File: config.mk
export PLATFORM = sky130hd
export DESIGN_NAME = multicycle_control
export DESIGN_NICKNAME = d
export VERILOG_FILES = /design/src/rtl/multicycle_control.sv
export SDC_FILE = /design/constraint.sdc
export NUM_CORES = 1
export LEC_CHECK = 0
export ABC_AREA = 1
export CORE_MARGIN = 5
export CORE_UTILIZATION = 45
export DETAILED_ROUTE_END_ITERATION = 6
export GPL_TIMING_DRIVEN = 1
export PLACE_DENSITY = 0.71
export SLEW_MARGIN = 0
export SYNTH_ARGS = -nofsm -noshare
export SYNTH_HDL_FRONTEND = slang
export SYNTH_SLANG_ARGS = --single-unit
File: constraint.sdc
create_clock -name clk -period 2 [get_ports clk]
set_input_delay 0.4 -clock clk [delete_from_list [all_inputs] [get_ports clk]]
set_output_delay 0.4 -clock clk [all_outputs]
set_load 0.05 [all_outputs]
File: src/rtl/multicycle_control.sv
// ---------------------------------------------------------------------------
// multicycle_control
//
// Sequencing FSM for a multicycle MIPS datapath. It steps each instruction
// through fetch / decode / execute / memory / writeback. It drives every mux
// select and write strobe, and waits on a memory ready handshake with a
// bounded timeout.
//
// Optional feature macro: JAL_JR_EN
//   defined   : jal (opcode 000011) and jr (R-type, funct 001000) are supported
//   undefined : jal decodes as illegal; jr runs through the normal R-type path
//
// Parameters
//   WAIT_LIMIT  max cycles spent waiting on mem_ready in one memory state (>=1)
//
// Ports
//   clk          in   rising-edge clock
//   reset        in   asynchronous active-low reset
//   opcode[5:0]  in   decoded opcode (stable from DECODE to next fetch)
//   funct[5:0]   in   decoded funct
//   zero         in   ALU zero flag
//   mem_ready    in   memory completes the access this cycle
//   pc_write     out  PC load strobe
//   ir_write     out  instruction register load
//   iord         out  memory address select: 0=PC, 1=ALUOut
//   mem_read     out  memory read request
//   mem_write    out  memory write request
//   reg_write    out  regfile write
//   reg_dst      out  00=rt, 01=rd, 10=$31
//   mem_to_reg   out  00=ALUOut, 01=MDR, 10=PC
//   alu_src_a    out  0=PC, 1=A
//   alu_src_b    out  00=B, 01=4, 10=signext, 11=signext<<2
//   alu_op       out  00=add, 01=sub, 10=per funct
//   pc_source    out  00=ALU result, 01=ALUOut, 10=jump target, 11=A
//   illegal_op   out  one-cycle pulse on an unknown opcode
//   bus_error    out  one-cycle pulse on a memory timeout
//   state        out  current state encoding (debug)
//   instr_count  out  retired instruction count, wraps
//
// state      | meaning
// -----------+-----------------------------------------------------------
// FETCH   0  | read instruction at PC, PC <= PC+4 on mem_ready
// DECODE  1  | dispatch on opcode, precompute branch target
// MEM_ADDR 2 | compute load/store address
// MEM_READ 3 | data read, wait on mem_ready
// MEM_WB  4  | write loaded data to rt
// MEM_WRITE 5| data write, wait on mem_ready
// R_EXEC  6  | R-type ALU operation
// R_WB    7  | write ALU result to rd
// BRANCH  8  | compare, conditional PC load (beq/bne)
// JUMP    9  | PC <= jump target
// I_EXEC 10  | addi ALU operation
// I_WB   11  | write ALU result to rt
// JAL    12  | $31 <= PC, PC <= jump target
// JR     13  | PC <= A
// ---------------------------------------------------------------------------
module multicycle_control #(
    parameter int WAIT_LIMIT = 8
) (
    input  logic        clk,
    input  logic        reset,
    input  logic [5:0]  opcode,
    input  logic [5:0]  funct,
    input  logic        zero,
    input  logic        mem_ready,
    output logic        pc_write,
    output logic        ir_write,
    output logic        iord,
    output logic        mem_read,
    output logic        mem_write,
    output logic        reg_write,
    output logic [1:0]  reg_dst,
    output logic [1:0]  mem_to_reg,
    output logic        alu_src_a,
    output logic [1:0]  alu_src_b,
    output logic [1:0]  alu_op,
    output logic [1:0]  pc_source,
    output logic        illegal_op,
    output logic        bus_error,
    output logic [3:0]  state,
    output logic [31:0] instr_count
);

    typedef enum logic [3:0] {
        S_FETCH     = 4'd0,
        S_DECODE    = 4'd1,
        S_MEM_ADDR  = 4'd2,
        S_MEM_READ  = 4'd3,
        S_MEM_WB    = 4'd4,
        S_MEM_WRITE = 4'd5,
        S_R_EXEC    = 4'd6,
        S_R_WB      = 4'd7,
        S_BRANCH    = 4'd8,
        S_JUMP      = 4'd9,
        S_I_EXEC    = 4'd10,
        S_I_WB      = 4'd11,
        S_JAL       = 4'd12,
        S_JR        = 4'd13
    } state_t;

    localparam logic [5:0] OP_RTYPE = 6'b000000;
    localparam logic [5:0] OP_J     = 6'b000010;
    localparam logic [5:0] OP_JAL   = 6'b000011;
    localparam logic [5:0] OP_BEQ   = 6'b000100;
    localparam logic [5:0] OP_BNE   = 6'b000101;
    localparam logic [5:0] OP_ADDI  = 6'b001000;
    localparam logic [5:0] OP_LW    = 6'b100011;
    localparam logic [5:0] OP_SW    = 6'b101011;
    localparam logic [5:0] FN_JR    = 6'b001000;

`ifdef JAL_JR_EN
    localparam bit JAL_JR_ON = 1'b1;
`else
    localparam bit JAL_JR_ON = 1'b0;
`endif

    localparam int              CW        = (WAIT_LIMIT > 1) ? $clog2(WAIT_LIMIT) : 1;
    localparam logic [CW-1:0]   WAIT_LAST = CW'(WAIT_LIMIT - 1);

    state_t          cur_state;
    state_t          nxt_state;
    logic [CW-1:0]   wait_cnt;
    logic [CW-1:0]   wait_nxt;
    logic            retire;
    logic            in_mem_state;
    logic            mem_stall;
    logic            timeout_hit;

    always_ff @(posedge clk or negedge reset) begin
        if (!reset) begin
            cur_state   <= S_FETCH;
            wait_cnt    <= '0;
            instr_count <= '0;
        end else begin
            cur_state <= nxt_state;
            wait_cnt  <= wait_nxt;
            if (retire) begin
                instr_count <= instr_count + 32'd1;
            end
        end
    end

    // The wait counter only runs while a memory state is stalled; any exit
    // (completion or timeout) returns it to zero.
    always_comb begin
        in_mem_state = (cur_state == S_FETCH) || (cur_state == S_MEM_READ) ||
                       (cur_state == S_MEM_WRITE);
        mem_stall    = in_mem_state && !mem_ready;
        timeout_hit  = mem_stall && (wait_cnt == WAIT_LAST);
        wait_nxt     = (mem_stall && !timeout_hit) ? (wait_cnt + CW'(1)) : '0;
    end

    always_comb begin
        nxt_state  = cur_state;
        retire     = 1'b0;
        pc_write   = 1'b0;
        ir_write   = 1'b0;
        iord       = 1'b0;
        mem_read   = 1'b0;
        mem_write  = 1'b0;
        reg_write  = 1'b0;
        reg_dst    = 2'b00;
        mem_to_reg = 2'b00;
        alu_src_a  = 1'b0;
        alu_src_b  = 2'b00;
        alu_op     = 2'b00;
        pc_source  = 2'b00;
        illegal_op = 1'b0;
        bus_error  = 1'b0;

        case (cur_state)
            S_FETCH: begin
                mem_read  = 1'b1;
                alu_src_b = 2'b01;
                if (mem_ready) begin
                    ir_write  = 1'b1;
                    pc_write  = 1'b1;
                    nxt_state = S_DECODE;
                end else if (timeout_hit) begin
                    // Retry the same PC: nothing was written.
                    bus_error = 1'b1;
                    nxt_state = S_FETCH;
                end
            end
            S_DECODE: begin
                alu_src_b = 2'b11;
                if (opcode == OP_LW || opcode == OP_SW) begin
                    nxt_state = S_MEM_ADDR;
                end else if (opcode == OP_RTYPE) begin
                    nxt_state = (JAL_JR_ON && funct == FN_JR) ? S_JR : S_R_EXEC;
                end else if (opcode == OP_BEQ || opcode == OP_BNE) begin
                    nxt_state = S_BRANCH;
                end else if (opcode == OP_J) begin
                    nxt_state = S_JUMP;
                end else if (opcode == OP_ADDI) begin
                    nxt_state = S_I_EXEC;
                end else if (JAL_JR_ON && opcode == OP_JAL) begin
                    nxt_state = S_JAL;
                end else begin
                    illegal_op = 1'b1;
                    nxt_state  = S_FETCH;
                end
            end
            S_MEM_ADDR: begin
                alu_src_a = 1'b1;
                alu_src_b = 2'b10;
                nxt_state = (opcode == OP_SW) ? S_MEM_WRITE : S_MEM_READ;
            end
            S_MEM_READ: begin
                mem_read = 1'b1;
                iord     = 1'b1;
                if (mem_ready) begin
                    nxt_state = S_MEM_WB;
                end else if (timeout_hit) begin
                    bus_error = 1'b1;
                    nxt_state = S_FETCH;
                end
            end
            S_MEM_WB: begin
                reg_write  = 1'b1;
                mem_to_reg = 2'b01;
                retire     = 1'b1;
                nxt_state  = S_FETCH;
            end
            S_MEM_WRITE: begin
                mem_write = 1'b1;
                iord      = 1'b1;
                if (mem_ready) begin
                    retire    = 1'b1;
                    nxt_state = S_FETCH;
                end else if (timeout_hit) begin
                    bus_error = 1'b1;
                    nxt_state = S_FETCH;
                end
            end
            S_R_EXEC: begin
                alu_src_a = 1'b1;
                alu_op    = 2'b10;
                nxt_state = S_R_WB;
            end
            S_R_WB: begin
                reg_write = 1'b1;
                reg_dst   = 2'b01;
                retire    = 1'b1;
                nxt_state = S_FETCH;
            end
            S_BRANCH: begin
                alu_src_a = 1'b1;
                alu_op    = 2'b01;
                pc_source = 2'b01;
                pc_write  = (opcode == OP_BEQ) ? zero : ~zero;
                retire    = 1'b1;
                nxt_state = S_FETCH;
            end
            S_JUMP: begin
                pc_source = 2'b10;
                pc_write  = 1'b1;
                retire    = 1'b1;
                nxt_state = S_FETCH;
            end
            S_I_EXEC: begin
                alu_src_a = 1'b1;
                alu_src_b = 2'b10;
                nxt_state = S_I_WB;
            end
            S_I_WB: begin
                reg_write = 1'b1;
                retire    = 1'b1;
                nxt_state = S_FETCH;
            end
            S_JAL: begin
                // PC already holds PC+4 from fetch, so it is the link value.
                reg_write  = 1'b1;
                reg_dst    = 2'b10;
                mem_to_reg = 2'b10;
                pc_source  = 2'b10;
                pc_write   = 1'b1;
                retire     = 1'b1;
                nxt_state  = S_FETCH;
            end
            S_JR: begin
                pc_source = 2'b11;
                pc_write  = 1'b1;
                retire    = 1'b1;
                nxt_state = S_FETCH;
            end
            default: begin
                nxt_state = S_FETCH;
            end
        endcase

        // While reset is held the datapath must see no strobes and
        // neutral selects, even though the state register sits in FETCH.
        if (!reset) begin
            pc_write   = 1'b0;
            ir_write   = 1'b0;
            iord       = 1'b0;
            mem_read   = 1'b0;
            mem_write  = 1'b0;
            reg_write  = 1'b0;
            reg_dst    = 2'b00;
            mem_to_reg = 2'b00;
            alu_src_a  = 1'b0;
            alu_src_b  = 2'b00;
            alu_op     = 2'b00;
            pc_source  = 2'b00;
            illegal_op = 1'b0;
            bus_error  = 1'b0;
            retire     = 1'b0;
        end
    end

    assign state = cur_state;

endmodule

# Word level (Yosys, flattened, before mapping)
# Cells that the tools add are included.
[word_totals]
output_inout_bits = 55
word_cells = 97
ff_bits = 39
input_bits = 16
[classes]
reduce_logical = 20
eq_ne = 20
mux = 51
bitwise = 1
n_addsub = 2
[ops]
columns = ["cell", "n"]
rows = [
  ["$mux W4", 9],
  ["$add A32 B1 Y32 const B", 1],
  ["$pmux W4 S7", 1],
  ["$mux W1", 27],
  ["$eq A4 B4 Y1 const B", 6],
  ["$eq A4 B3 Y1 const B", 4],
  ["$eq A6 B3 Y1 const B", 2],
  ["$eq A6 B6 Y1 const B", 2],
  ["$pmux W2 S2", 3],
  ["$pmux W2 S3", 2],
  ["$mux W2", 5],
  ["$eq A4 B2 Y1 const B", 2],
  ["$reduce_or A2 Y1", 4],
  ["$reduce_or A4 Y1", 2],
  ["$reduce_or A7 Y1", 1],
  ["$eq A6 B2 Y1 const B", 1],
  ["$eq A6 B4 Y1 const B", 1],
  ["$logic_not A6 Y1", 1],
  ["$mux W3", 2],
  ["$reduce_or A3 Y1", 2],
  ["$eq A4 B1 Y1 const B", 1],
  ["$logic_not A4 Y1", 1],
  ["$logic_or A1 B1 Y1", 4],
  ["$add A3 B1 Y3 const B", 1],
  ["6 further kinds", 9],
]

# Longest topological paths before layout
[depth]
depth_word = 9
depth_mapped = 10
depth_no_buf = 10

# Worst setup path before layout
# Ideal clock, no wire load.
[synth_timing]
path_type = "register -> output"
from = "register cur_state[2], in the netlist state[2]"
to = "output port alu_op[1]"
t_required_ns = 1.600
slack_ns = -0.839
path_buffers = 0
arrival_time_ns = 2.439
stages_incl_launch_ff = 5
cell_sequence = "dfrtp_1 inv_2 nor2_2 inv_1 nor4_1"
[synth_via]
elab_chain_len = 3
word_cells_on_any_way = 4
classes_between = "eq/ne: 2; mux: 2"
[synth_rtl]
columns = ["element", "line", "text"]
rows = [
  ["from (decl)", "120", "state_t cur_state;"],
  ["from (signal assigned)", "135", "cur_state <= nxt_state;"],
  ["$eq A4 B4 Y1 or $eq A4 B3 Y1 (tied branches)", "171", "case (cur_state)"],
  ["$pmux W2 S2 (*)", "171", ""],
  ["$mux W2 (*)", "294", "if (!reset) begin"],
  ["to (decl)", "76", "output logic [1:0] alu_op,"],
]
# Every way passes the cells marked *; elsewhere a longest branch is shown, timed or not.

# Worst setup path after layout
[layout_timing]
from = "register cur_state[1], in the netlist state[1]"
to = "output port pc_write"
[layout_via]
elab_chain_len = 4
word_cells_on_any_way = 8
classes_between = "eq/ne: 4; mux: 2; reduce/logical: 2"
[layout_rtl]
columns = ["element", "line", "text"]
rows = [
  ["$eq A4 B4 Y1", "171", ""],
  ["$reduce_or A3 Y1 (no source line)", "n/a", ""],
  ["$pmux W1 S3 (*)", "171", ""],
  ["$mux W1 (*)", "294", ""],
  ["to (decl)", "66", "output logic pc_write,"],
]
# Marked as above.

==> metrics <==
status complete, but fails checks; failing checks negative setup slack; Req. time, crit path 1.60 ns; Setup-failing EPs final 4; first-pass GRT wire length 14200 um; Die Width 88.8 um; Yosys top cell by area dfrtp_1; per-cell routed wire length 13.5 um; most frequent cells in the layout nand2_1 (221), nor2_1 (71), buf_4 (64); Power, Total 3.23 mW; Synth Area in Compound Gates roughly 3.4%; highest routed layer met4; WP buf/inv 1; mapped cell area 0.00280 mm2; Crit-path slowest cell dfrtp_2; Worst-Skew Late Latency 0.30 ns; sw frac between 40% and 50%; Final Hold Vio Count 0; # hold bufs at CTS 0; routability congestion estimate 1.01; Root Buffer clkbuf_8; largest family of logic cells by synthesized area simple AND/OR/NAND/NOR gates; XOR/XNOR Fraction of Synth Area around 4%; critical path class flop to primary output; drt total wl between 8000 and 9000 um; DIE AREA 0.00789 mm2; LEAKAGE 2.01 nW; worst hold margin 0.270 ns; setup slack after layout -0.0545 ns; metal3 WL 402 um; die height 88.8 um; Worst Reg-to-Reg Cells 10; vias per cell 4.96; area share of the largest cell type after synthesis 34.9%; synthesized area per cell a little under 6 um2; #FFs+latches synth 39; mux cell area share after synthesis 0%; ratio of cells with drive above 1 in the final layout 24.1%; vias in the first global route slightly above 3000; largest net degree at the start of global routing 41; Via Count 3172; combinational group share of total power 50.3%; Worst Skew 0.00786 ns; Clk pwr share roughly 18%; worst-margin pin slew 0.517 ns; Post-DP Area 0.00378 mm2; CTS buffer count 5; Pwr per Cell Area 795 mW/mm2; # rows 28; delay-heaviest family, CP simple AND/OR/NAND/NOR gates; most common cell after layout, fill and taps aside nand2_1; Synth Area in Adders 1.34%; drt first pass iters 4; I/O Buffers 64; VDD IR max 685 uV; worst relative slew slack 65.5%; Syn. warnings 0; Final min period 2.05 ns; critical path data arrival time between 1.5 and 2 ns; Total Routing Usage GR 23.3%; unrepaired setup endpoints after global routing yes; remaining antenna violation count after routing 0; Area contributors post-synth dfrtp_1 (35%), nand2_1 (30%), nor2_1 (11%); Net count, final approximately 580; final instance area 0.00407 mm2; area grow syn2layout 45.4%; synthesized instance count 469; Yosys cell types 24; core area 0.00599 mm2; drt initial violations about 150; Max H-tree Level 2; MaxCap Viol Count 0; DRC 0; Seq pwr share 31.7%; max incr delay on CP 0.49 ns; Initial Util around 47%; Levels on crit path 6; Pint between 1.5 and 2 mW; fin. max-slew vios 0; wire length on met2 4380 um; Psw 1.48 mW; crit-path cells nor2_4, nand2_2, nor2_2, nor2_1, a21oi_2, buf_12; DPL Wire Length between 6000 and 7000 um; clock sinks 39; ant diodes 0; TritonCTS clock tree built; Post-Syn Nets 488; I/O pins 71; wl on met1 3700 um; crit share post-route 103%; achievable frequency 487 MHz; simple-gate share of the synthesized area 48.9%; Worst setup EP type primary output; crit-path max FO 5; Non-Filler Instances 640; Hold Path Class input port to asynchronous set/reset pin; startpoint types flop; Final Util 67.9%; Max clock buf depth 2; sequential share of the synthesized area 34.9%; clk slew on worst S/H paths about 0.090 ns; dpl cells 619; Overflow after GRT 0; initial antenna violation count 0
==> metrics by stage <==
stage	setup TNS [ns]	setup slack, ns
after detailed placement	-0.198	-0.128
after CTS	-0.0876	-0.0298
after floorplan	-0.367	-0.0978
after global routing	-0.786	-0.152
after global placement	-0.0940	-0.0528
final	-0.123	-0.0545
==> layout make-up <==
type                       instances  area [um2]
multi-input combinational        381        1760
timing repair buffer              95         980
tap                               75        93.8
sequential                        39         981
clock inverter                     3        23.8
clock buffer                       5        68.8
fill                             556        1920
inverter                          42         158
==> synth_stat cells <==
cell type / instances
a21oi_1: 7
a21oi_2: 1
buf_2: 4
buf_6: 2
clkbuf_1: 1
clkinv_1: 1
dfrtp_1: 39
ha_1: 3
inv_1: 39
inv_2: 2
nand2_1: 225
nand2_2: 3
nand3_1: 25
nand4_1: 4
nor2_1: 81
nor2_2: 3
nor3_1: 4
nor4_1: 1
o211ai_1: 1
o21ai_0: 8
o21ai_1: 1
or2_2: 1
xnor2_1: 5
xor2_1: 8
==> final timing paths <==
path | to | from | slack (ns)
worst max-delay path | pc_write | state[1]$_DFF_PN0_ | -0.05
worst min-delay path | instr_count[20]$_DFFE_PN0P_ | reset | 0.27
worst max register to register | instr_count[5]$_DFFE_PN0P_ | state[1]$_DFF_PN0_ | 0.31
worst min register to register | wait_cnt[0]$_DFF_PN0_ | wait_cnt[0]$_DFF_PN0_ | 0.44
max in group asynchronous | state[0]$_DFF_PN0_ | reset | 1.35
min in group clk | wait_cnt[0]$_DFF_PN0_ | wait_cnt[0]$_DFF_PN0_ | 0.44
==> kinds of logic after synthesis <==
logic type | after synthesis
and+or+nand+nor | 347
adders and majority gates | 3
DFF | 39
xor gates and xnor gates | 13
AOI/OAI and AO/OA | 18
buffers and inverters | 49
==> state kept, by name (all words and copies together) (netlist names) <==
signal / cells
wait_cnt: 3
instr_count: 32
state: 4
==> power by group through the flow <==
stage	registers, mW	logic [mW]	clock network [mW]
3_5_place_dp	1.04	1.36	0
3_3_place_gp	1.04	1.34	0
4_1_cts	1.02	1.51	0.603
6_report	1.03	1.63	0.581
5_1_grt	1.04	1.73	0.636
2_1_floorplan	1.26	0.603	0
==> metal layers <==
| layer | global-route usage [%] | vias to the layer above |
|---|---|---|
| li1 | - | 1621 |
| met5 | 0 | - |
| met3 | 4.00 | 16 |
| met1 | 29.1 | 1457 |
| met2 | 40.6 | 78 |
| met4 | 7.69 | 0 |
==> what timing repair did <==
item,in CTS,in global routing
resized for setup,21,15
setup buffers,9,4
pin swaps,8,6
endpoints found under the setup margin,5,14
No activity file was read; power rests on OpenSTA's default activity.
